### config.mk
export PLATFORM = sky130hd
export DESIGN_NAME = multi_hand_datapath
export DESIGN_NICKNAME = d
export VERILOG_FILES = /design/src/rtl/baccarat_pkg.sv /design/src/rtl/rank_source.sv /design/src/rtl/multi_hand_datapath.sv
export SDC_FILE = /design/constraint.sdc
export NUM_CORES = 1
export LEC_CHECK = 0
export CAP_MARGIN = 15
export CORE_ASPECT_RATIO = 0.75
export CORE_MARGIN = 4
export CORE_UTILIZATION = 45
export CTS_CLUSTER_SIZE = 28
export DETAILED_ROUTE_END_ITERATION = 10
export GPL_TIMING_DRIVEN = 0
export PLACE_DENSITY = 0.8
export REMOVE_ABC_BUFFERS = 1
export SLEW_MARGIN = 20
export SYNTH_ARGS = -nofsm -noshare
export SYNTH_HDL_FRONTEND = slang
export SYNTH_SLANG_ARGS = --single-unit
### constraint.sdc
create_clock -name fast_clock -period 2.8 [get_ports fast_clock]
set_clock_uncertainty 0.1 [all_clocks]
set_input_delay 0.56 -clock fast_clock [delete_from_list [all_inputs] [get_ports fast_clock]]
set_output_delay 0.56 -clock fast_clock [all_outputs]
set_load 0.03 [all_outputs]
### src/rtl/baccarat_pkg.sv
`default_nettype none
// +----------------------------------------------------------------------+
// | baccarat_pkg                                                         |
// | Shared rank constants, card scoring helpers and datapath FSM states. |
// | Revision: 1.0                                                        |
// +----------------------------------------------------------------------+
package baccarat_pkg;

    localparam int RANK_W = 4;

    localparam logic [RANK_W-1:0] RANK_ACE  = 4'd1;
    localparam logic [RANK_W-1:0] RANK_TEN  = 4'd10;
    localparam logic [RANK_W-1:0] RANK_KING = 4'd13;

    typedef enum logic [0:0] {
        ST_IDLE  = 1'b0,
        ST_SCORE = 1'b1
    } dp_state_t;

    // Court cards and tens count as zero in baccarat.
    function automatic logic [3:0] card_value(input logic [RANK_W-1:0] rank);
        logic [3:0] v;
        v = (rank < RANK_TEN) ? rank : 4'd0;
        return v;
    endfunction

    function automatic logic [3:0] mod10_add(input logic [3:0] score, input logic [3:0] value);
        logic [4:0] t;
        t = {1'b0, score} + {1'b0, value};
        return (t >= 5'd10) ? 4'(t - 5'd10) : t[3:0];
    endfunction

endpackage
`default_nettype wire

### src/rtl/rank_source.sv
`default_nettype none
// +----------------------------------------------------------------------+
// | rank_source                                                          |
// | Free-running card rank counter cycling 1..13.                        |
// | Revision: 1.0                                                        |
// +----------------------------------------------------------------------+
module rank_source
    import baccarat_pkg::*;
(
    input  logic              clk,
    input  logic              rst,
    output logic [RANK_W-1:0] o_rank
);

    logic [RANK_W-1:0] r_rank;

    // >= rather than == so an upset value can never escape the 1..13 range.
    always_ff @(posedge clk or posedge rst) begin
        if (rst)
            r_rank <= RANK_ACE;
        else if (r_rank >= RANK_KING || r_rank == '0)
            r_rank <= RANK_ACE;
        else
            r_rank <= r_rank + RANK_W'(1);
    end

    assign o_rank = r_rank;

endmodule
`default_nettype wire

### src/rtl/multi_hand_datapath.sv
`default_nettype none
// +----------------------------------------------------------------------+
// | multi_hand_datapath                                                  |
// | Multi-hand baccarat card store with per-hand slot pointers and score.|
// | Revision: 1.0                                                        |
// +----------------------------------------------------------------------+
module multi_hand_datapath
    import baccarat_pkg::*;
#(
    parameter int  NUM_HANDS      = 2,
    parameter int  CARDS_PER_HAND = 3,
    localparam int HIDX_W         = (NUM_HANDS > 1) ? $clog2(NUM_HANDS) : 1,
    localparam int CNT_W          = $clog2(CARDS_PER_HAND + 1)
) (
    input  logic                                  fast_clock,
    input  logic                                  reset,
    input  logic                                  deal_req,
    input  logic [HIDX_W-1:0]                     deal_hand,
    output logic                                  deal_ready,
    input  logic                                  ext_card_en,
    input  logic [3:0]                            ext_card,
    input  logic                                  clear_req,
    input  logic [HIDX_W-1:0]                     clear_hand,
    output logic [NUM_HANDS*CARDS_PER_HAND*4-1:0] cards,
    output logic [NUM_HANDS*4-1:0]                scores,
    output logic [NUM_HANDS*CNT_W-1:0]            counts,
    output logic [NUM_HANDS-1:0]                  hand_full,
    output logic                                  deal_done,
    output logic                                  deal_err
);

    dp_state_t                             r_state;
    dp_state_t                             w_state_nxt;
    logic [NUM_HANDS*CARDS_PER_HAND*4-1:0] r_cards;
    logic [NUM_HANDS*4-1:0]                r_scores;
    logic [NUM_HANDS*CNT_W-1:0]            r_counts;
    logic [HIDX_W-1:0]                     r_hand;
    logic [3:0]                            r_value;
    logic                                  r_deal_done;
    logic                                  r_deal_err;

    logic [RANK_W-1:0] w_src_rank;
    logic [RANK_W-1:0] w_rank;
    logic [CNT_W-1:0]  w_cur_count;
    logic              w_cur_full;
    logic              w_hand_ok;
    logic              w_ext_ok;
    logic              w_deal_acc;
    logic              w_deal_go;
    logic              w_deal_bad;
    logic              w_clear_go;

    rank_source u_rank_source (
        .clk    (fast_clock),
        .rst    (reset),
        .o_rank (w_src_rank)
    );

    genvar gh;
    generate
        for (gh = 0; gh < NUM_HANDS; gh++) begin : g_full
            assign hand_full[gh] = (r_counts[gh*CNT_W +: CNT_W] == CNT_W'(CARDS_PER_HAND));
        end
    endgenerate

    // Out-of-range hand indices match no entry, so they read as invalid.
    always_comb begin
        w_cur_count = '0;
        w_cur_full  = 1'b0;
        w_hand_ok   = 1'b0;
        for (int h = 0; h < NUM_HANDS; h++) begin
            if (deal_hand == HIDX_W'(h)) begin
                w_cur_count = r_counts[h*CNT_W +: CNT_W];
                w_cur_full  = hand_full[h];
                w_hand_ok   = 1'b1;
            end
        end
    end

    assign w_rank     = ext_card_en ? ext_card : w_src_rank;
    assign w_ext_ok   = !ext_card_en || (ext_card >= RANK_ACE && ext_card <= RANK_KING);
    assign w_deal_acc = deal_req && deal_ready;
    assign w_deal_go  = w_deal_acc && w_hand_ok && !w_cur_full && w_ext_ok;
    assign w_deal_bad = w_deal_acc && !(w_hand_ok && !w_cur_full && w_ext_ok);
    assign w_clear_go = (r_state == ST_IDLE) && clear_req;

    always_ff @(posedge fast_clock or posedge reset) begin
        if (reset)
            r_state <= ST_IDLE;
        else
            r_state <= w_state_nxt;
    end

    always_comb begin
        w_state_nxt = r_state;
        case (r_state)
            ST_IDLE:  if (w_deal_go) w_state_nxt = ST_SCORE;
            ST_SCORE: w_state_nxt = ST_IDLE;
            default:  w_state_nxt = ST_IDLE;
        endcase
    end

    always_comb begin
        deal_ready = (r_state == ST_IDLE) && !clear_req && !reset;
    end

    // Clear (IDLE), card write (IDLE) and score commit (SCORE) are mutually exclusive.
    always_ff @(posedge fast_clock or posedge reset) begin
        if (reset) begin
            r_cards     <= '0;
            r_scores    <= '0;
            r_counts    <= '0;
            r_hand      <= '0;
            r_value     <= '0;
            r_deal_done <= 1'b0;
            r_deal_err  <= 1'b0;
        end else begin
            r_deal_done <= (r_state == ST_SCORE);
            r_deal_err  <= w_deal_bad;
            if (w_deal_go) begin
                r_hand  <= deal_hand;
                r_value <= card_value(w_rank);
            end
            for (int h = 0; h < NUM_HANDS; h++) begin
                if (w_clear_go && clear_hand == HIDX_W'(h)) begin
                    for (int s = 0; s < CARDS_PER_HAND; s++)
                        r_cards[(h*CARDS_PER_HAND+s)*4 +: 4] <= 4'd0;
                    r_counts[h*CNT_W +: CNT_W] <= '0;
                    r_scores[h*4 +: 4]         <= 4'd0;
                end else if (w_deal_go && deal_hand == HIDX_W'(h)) begin
                    for (int s = 0; s < CARDS_PER_HAND; s++)
                        if (w_cur_count == CNT_W'(s))
                            r_cards[(h*CARDS_PER_HAND+s)*4 +: 4] <= w_rank;
                    r_counts[h*CNT_W +: CNT_W] <= w_cur_count + CNT_W'(1);
                end else if (r_state == ST_SCORE && r_hand == HIDX_W'(h)) begin
                    r_scores[h*4 +: 4] <= mod10_add(r_scores[h*4 +: 4], r_value);
                end
            end
        end
    end

    assign cards     = r_cards;
    assign scores    = r_scores;
    assign counts    = r_counts;
    assign deal_done = r_deal_done;
    assign deal_err  = r_deal_err;

endmodule
`default_nettype wire

==> flow_summary.json, run 1 <==
{
  "initial_core_util": 0.468,
  "synth_top_family_by_area": "simple AND/OR/NAND/NOR gates",
  "yosys-top-cells-count": "dfrtp_1, nand3_1, o21ai_0, nand2_1, ha_1",
  "finalSetupViolCount": 0,
  "min_from": "cards[7]",
  "dr.pass1.iters": 4,
  "period_needed_ns": 2.61,
  "drive_above_1_share": 0.0860,
  "yosysWarnings": 0,
  "end_kind": "output port",
  "cp_data_required_time_ns": 2.14,
  "startpoint": "clear_req",
  "crit_arrival_ns": 1.95,
  "cts_setup_buffers": 0,
  "grt_max_degree": 33,
  "worst_setup_path_start_kind": "input pin",
  "critical_path_class": "input pin to output port",
  "fp.dieH_um": 75.8,
  "rsz0062_at_grt": "no",
  "design_area_um2": 3430,
  "timing.hold.ws_ns": 0.401,
  "synth_top_area_frac": 0.427,
  "synthCells": 266,
  "cts_tree": "yes",
  "cp_common_cell": "clkdlybuf4s50_1",
  "rows": 24,
  "syn2layout_area_growth_pct": 24.4,
  "cts.sinks": 48,
  "critPathMaxFanout": 4,
  "io_buffers": 51,
  "cts_resized": 0,
  "synth-compound-area-share": 0.139,
  "ant_nets": 0,
  "grt_pass1_vias": 2122,
  "cp_top_family": "buffers and inverters",
  "powerDensity_nw_per_um2": 619,
  "max_freq_mhz": 383,
  "nets": 343,
  "yosys.area_share.simple": 0.195,
  "synth-edff-count": 0,
  "met2_usage": 0.297,
  "path_cells": "clkdlybuf4s50_1 > nor3_4 > clkdlybuf4s50_1",
  "place_area_um2": 3300,
  "power_uw": 2120,
  "synth-adder-area-share": 0.0872,
  "core_um2": 5890,
  "r2r_setup_slack_ns": 0.27,
  "yosysMostFrequentCell": "dfrtp_1",
  "yosysSeqAreaShare": 0.436,
  "track_usage": 0.178,
  "maxCapViolations": 0,
  "r2r-start": "scores[4]",
  "leakage_uw": 0.00157,
  "grt_antenna_before_repair": 0,
  "die_x_um": 98.4,
  "yosysTopAreaCell": "dfrtp_1",
  "final_hold_viol_count": 0,
  "num_antenna_cells": 0,
  "synthArstFlopShare": 1.00,
  "cts_hold_buf": 0,
  "synth_area_leaders": "dfrtp_1, ha_1, mux2i_1",
  "period_share": 0.931,
  "htreeDepth": 2,
  "dr_total_vias": 2204,
  "drv_slew": 0,
  "insertion_delay_ns": 0.30,
  "cp_slowest_cell": "clkdlybuf4s50_1",
  "met1_usage": 0.240,
  "clockBufferDepth": 2,
  "path_clk_slew_ns": 0.09,
  "globalplace.congestion": 0.822,
  "netlist_area_um2": 2760,
  "ioPinCount": 52,
  "vias_per_cell": 5.62,
  "drtIter0Drc": 104,
  "grt_pass1_wl_mm": 10.6,
  "root_buffer": "clkbuf_8",
  "synthDistinctLibCells": 51,
  "yosys-mux-area-fraction": 0.0804,
  "dieArea_um2": 7450,
  "routed_wl_mm": 6.25,
  "worstPathBufferInverterCount": 2,
  "slew_headroom": 0.442,
  "outcome": "finished, final reports clean",
  "wl_per_cell_um": 15.9,
  "slowest_delay_ns": 0.70,
  "grt_use_met3": 0.0375,
  "grt_overflow": 0,
  "place_hpwl_mm": 4.81,
  "worstMarginPinSlew_ns": 0.814,
  "synth-seq-cells": 48,
  "synth_xor_area_frac": 0.0127,
  "drc": 0,
  "hp-class": "flip-flop to flip-flop",
  "grt_busiest_layer": "met2",
  "avgSynthCellArea_um2": 10.4,
  "numCtsBuffers": 5,
  "max-vdd-ir-drop_v": 0.000391,
  "synth_top_flop_cell": "dfrtp_1"
}
==> cell type report <==
cell class	count	area (um2)
Clock inverter	2	60.1
Multi-Input combinational cell	194	1420
Tap cell	78	97.6
Inverter	13	48.8
Sequential cell	48	1200
Clock buffer	5	68.8
Fill cell	514	2460
Timing Repair Buffer	52	531
==> cell usage in the layout (no fill, tap or decap), types with 7 or more instances in the layout <==
master	instances
clkdlybuf4s50_1	51
inv_1	12
nand3_1	27
dfrtp_1	47
mux2i_1	15
a31oi_1	7
o21ai_0	24
nor2_1	11
nand2_1	21
ha_1	16
==> metal layers <==
metal  vias up  wire (um)
met2        57       2920
met3         5        364
li1       1055          -
met1      1087       2910
met4         0         57
met5         -          0
==> tightest hold or removal path, delay by kind of cell, from the launching register on <==
kind               cells  cell delay, ns
DFF                    1            0.35
AOI/OAI and AO/OA      1            0.06
and+or+nand+nor        1            0.06
==> sequential cells by signal, summed over array words and instances, names as in the netlist <==
name,flops
cards,24
scores,8
counts,4
r_value,4
u_rank_source.o_rank,4
deal_done,1
deal_err,1
r_hand,1
r_state,1
==> final timing paths <==
| path | endpoint | cells after the start |
|---|---|---|
| hold / removal | cards[7] | 2 |
| hold reg to reg | cards[7] | 2 |
| setup / recovery | deal_ready | 3 |
| setup reg to reg | scores[5] | 9 |
| max in group asynchronous | u_rank_source.o_rank[0] | 3 |
| min in group asynchronous | cards[8] | 2 |
==> where the power goes <==
group	leakage [uW]	internal, uW	switching, uW
Combinational	0.000867	307	414
Sequential	0.000641	753	67.9
Clock	0.0000642	351	228
Total	0.00157	1410	710
==> cells by family (layout without fill, tap and decap cells) <==
kind of cell               Yosys count  in the layout
adders and majority gates           18             18
AOI/OAI and AO/OA                   57             57
DFF                                 48             48
buffers and inverters               24             72
muxes                               20             20
xor gates and xnor gates             4              4
and+or+nand+nor                     95             95
==> stage by stage <==
step	TNS [ns]	util	std cells	setup WS [ns]
after floorplan	0	-	255	0.390
after global placement	-1.66	0.557	384	-0.0371
after detailed placement	0	0.560	385	0.0956
after CTS	0	0.582	392	0.181
after global routing	0	0.582	392	0.00725
final	0	0.582	392	0.192
Power figures use the tool's default switching activity.
==> inputs of run 2 (changes only) <==
- CELL_PAD_IN_SITES_DETAIL_PLACEMENT: unset -> 1
- CELL_PAD_IN_SITES_GLOBAL_PLACEMENT: unset -> 2
- CORE_MARGIN: 4 -> unset
- CORE_UTILIZATION: 45 -> 33
- PLACE_DENSITY: 0.8 -> 0.89
==> run 2 against run 1 <==
Design area up 0.40%; critical endpoint unchanged; global-route usage hardly changed; first-iteration DRC count down 50%; largest cell class unchanged; register-to-register slack about the same.
==> flow_summary.json, run 2 (synthesized netlist as in run 1, its figures left out) <==
{
  "grt_pass1_vias": 2387,
  "design_area_um2": 3440,
  "period_share": 0.927,
  "worstMarginPinSlew_ns": 0.897,
  "htreeDepth": 2,
  "ant_nets": 0,
  "leakage_uw": 0.00156,
  "path_cells": "clkdlybuf4s50_1 > nor3_4 > clkdlybuf4s50_1",
  "slew_headroom": 0.400,
  "cts_resized": 0,
  "initial_core_util": 0.345,
  "finalSetupViolCount": 0,
  "seqPwrFrac": 0.408,
  "critPathMaxFanout": 4,
  "nets": 343,
  "drtIter0Drc": 52,
  "io_buffers": 51,
  "hold_end": "u_rank_source.o_rank[0]",
  "min_from": "u_rank_source.o_rank[0]",
  "rr_worst_depth": 9,
  "drc": 0,
  "dr_total_vias": 2221,
  "dr.pass1.iters": 4,
  "fp.dieH_um": 81.1,
  "clockBufferDepth": 2,
  "maxCapViolations": 0,
  "hold_path_depth": 1,
  "worst_setup_path_start_kind": "input pin",
  "final_hold_viol_count": 0,
  "cts.sinks": 48,
  "power_uw": 2020,
  "largest_register_ffs": 24,
  "num_antenna_cells": 0,
  "postLayoutCoreUtil": 0.431,
  "globalplace.congestion": 0.792,
  "p_sw_uw": 769,
  "place_area_um2": 3340,
  "period_needed_ns": 2.60,
  "layout_commonest_cell": "clkdlybuf4s50_1",
  "routed_wl_mm": 7.14,
  "rows": 28,
  "cp_data_required_time_ns": 2.14,
  "die_x_um": 108,
  "max_freq_mhz": 385,
  "end_kind": "output port",
  "cp_slowest_cell": "clkdlybuf4s50_1",
  "dieArea_um2": 8720,
  "power_frac_comb": 0.372,
  "syn2layout_area_growth_pct": 24.9,
  "r2r_setup_slack_ns": 0.27,
  "grt_pass1_wl_mm": 11.9,
  "place_hpwl_mm": 5.38,
  "r2r_end": "scores[5]",
  "wl_per_cell_um": 17.0,
  "powerDensity_nw_per_um2": 588,
  "critical_path_class": "input pin to output port",
  "outcome": "finished, final reports clean",
  "ioPinCount": 52,
  "r2r-start": "r_value[0]",
  "layout_common_cells": "clkdlybuf4s50_1, dfrtp_1, nand3_1",
  "numCtsBuffers": 5,
  "grt_antenna_before_repair": 0,
  "insertion_delay_ns": 0.31,
  "swShare": 0.380,
  "cp_common_cell": "clkdlybuf4s50_1",
  "cts_tree": "yes",
  "grt_overflow": 0,
  "cts_hold_buf": 0,
  "track_usage": 0.179,
  "max-vdd-ir-drop_v": 0.000208,
  "vias_per_cell": 5.29,
  "crit_arrival_ns": 1.94,
  "cts_setup_buffers": 0,
  "power.internal_uw": 1260,
  "final.setup.tns_ns": 0,
  "path_clk_slew_ns": 0.09,
  "core_um2": 7990,
  "grt_max_degree": 27,
  "rsz0062_at_grt": "no",
  "slowest_delay_ns": 0.69,
  "root_buffer": "clkbuf_8",
  "clkPwrFrac": 0.220,
  "drv_slew": 0,
  "hp-class": "flip-flop to flip-flop",
  "drive_above_1_share": 0.0921
}
[run 2: metrics by stage]
stage | worst slack [ns] | hold WS [ns] | cells
finish | 0.204 | 0.396 | 420
global route | 0.0825 | 0.423 | 420
CTS | 0.185 | 0.405 | 420
detailed placement | 0.113 | 0.380 | 412
global placement | -0.123 | 0.370 | 411
floorplan | 0.390 | 0.353 | 255
[run 2: worst max path at each step]
stage	start	end	slack, ns
2_1_floorplan	scores[4]	scores[6]	0.39
3_3_place_gp	reset	scores[6]	-0.12
3_5_place_dp	ext_card_en	r_value[0]	0.11
4_1_cts	clear_req	deal_ready	0.19
5_1_grt	scores[4]	scores[5]	0.08
6_report	clear_req	deal_ready	0.20
[run 2: area by class of cell]
class	instances	area (um2)
Fill cell	920	4550
Multi-Input combinational cell	194	1430
Sequential cell	48	1200
Timing Repair Buffer	52	538
Tap cell	105	131
Clock buffer	5	68.8
Inverter	13	48.8
Clock inverter	3	25.0
[run 2: per-layer routing]
| layer | part of all wire | track usage |
|---|---|---|
| met5 | 0 | 0 |
| met1 | 0.51 | 0.249 |
| met3 | 0.043 | 0.0369 |
| met2 | 0.44 | 0.287 |
| met4 | 0.0090 | 0.0370 |
[run 2: power groups by stage]
stage	logic [uW]	registers, uW	clock network [uW]
5_1_grt	835	834	488
6_report	754	825	445
4_1_cts	745	826	463
2_1_floorplan	412	908	0
3_5_place_dp	741	839	0
3_3_place_gp	706	835	0
[run 2: critical path: cells and delay by family]
kind	cells	cell delay, ns
simple gates	1	0.20
buf+inv	2	1.17
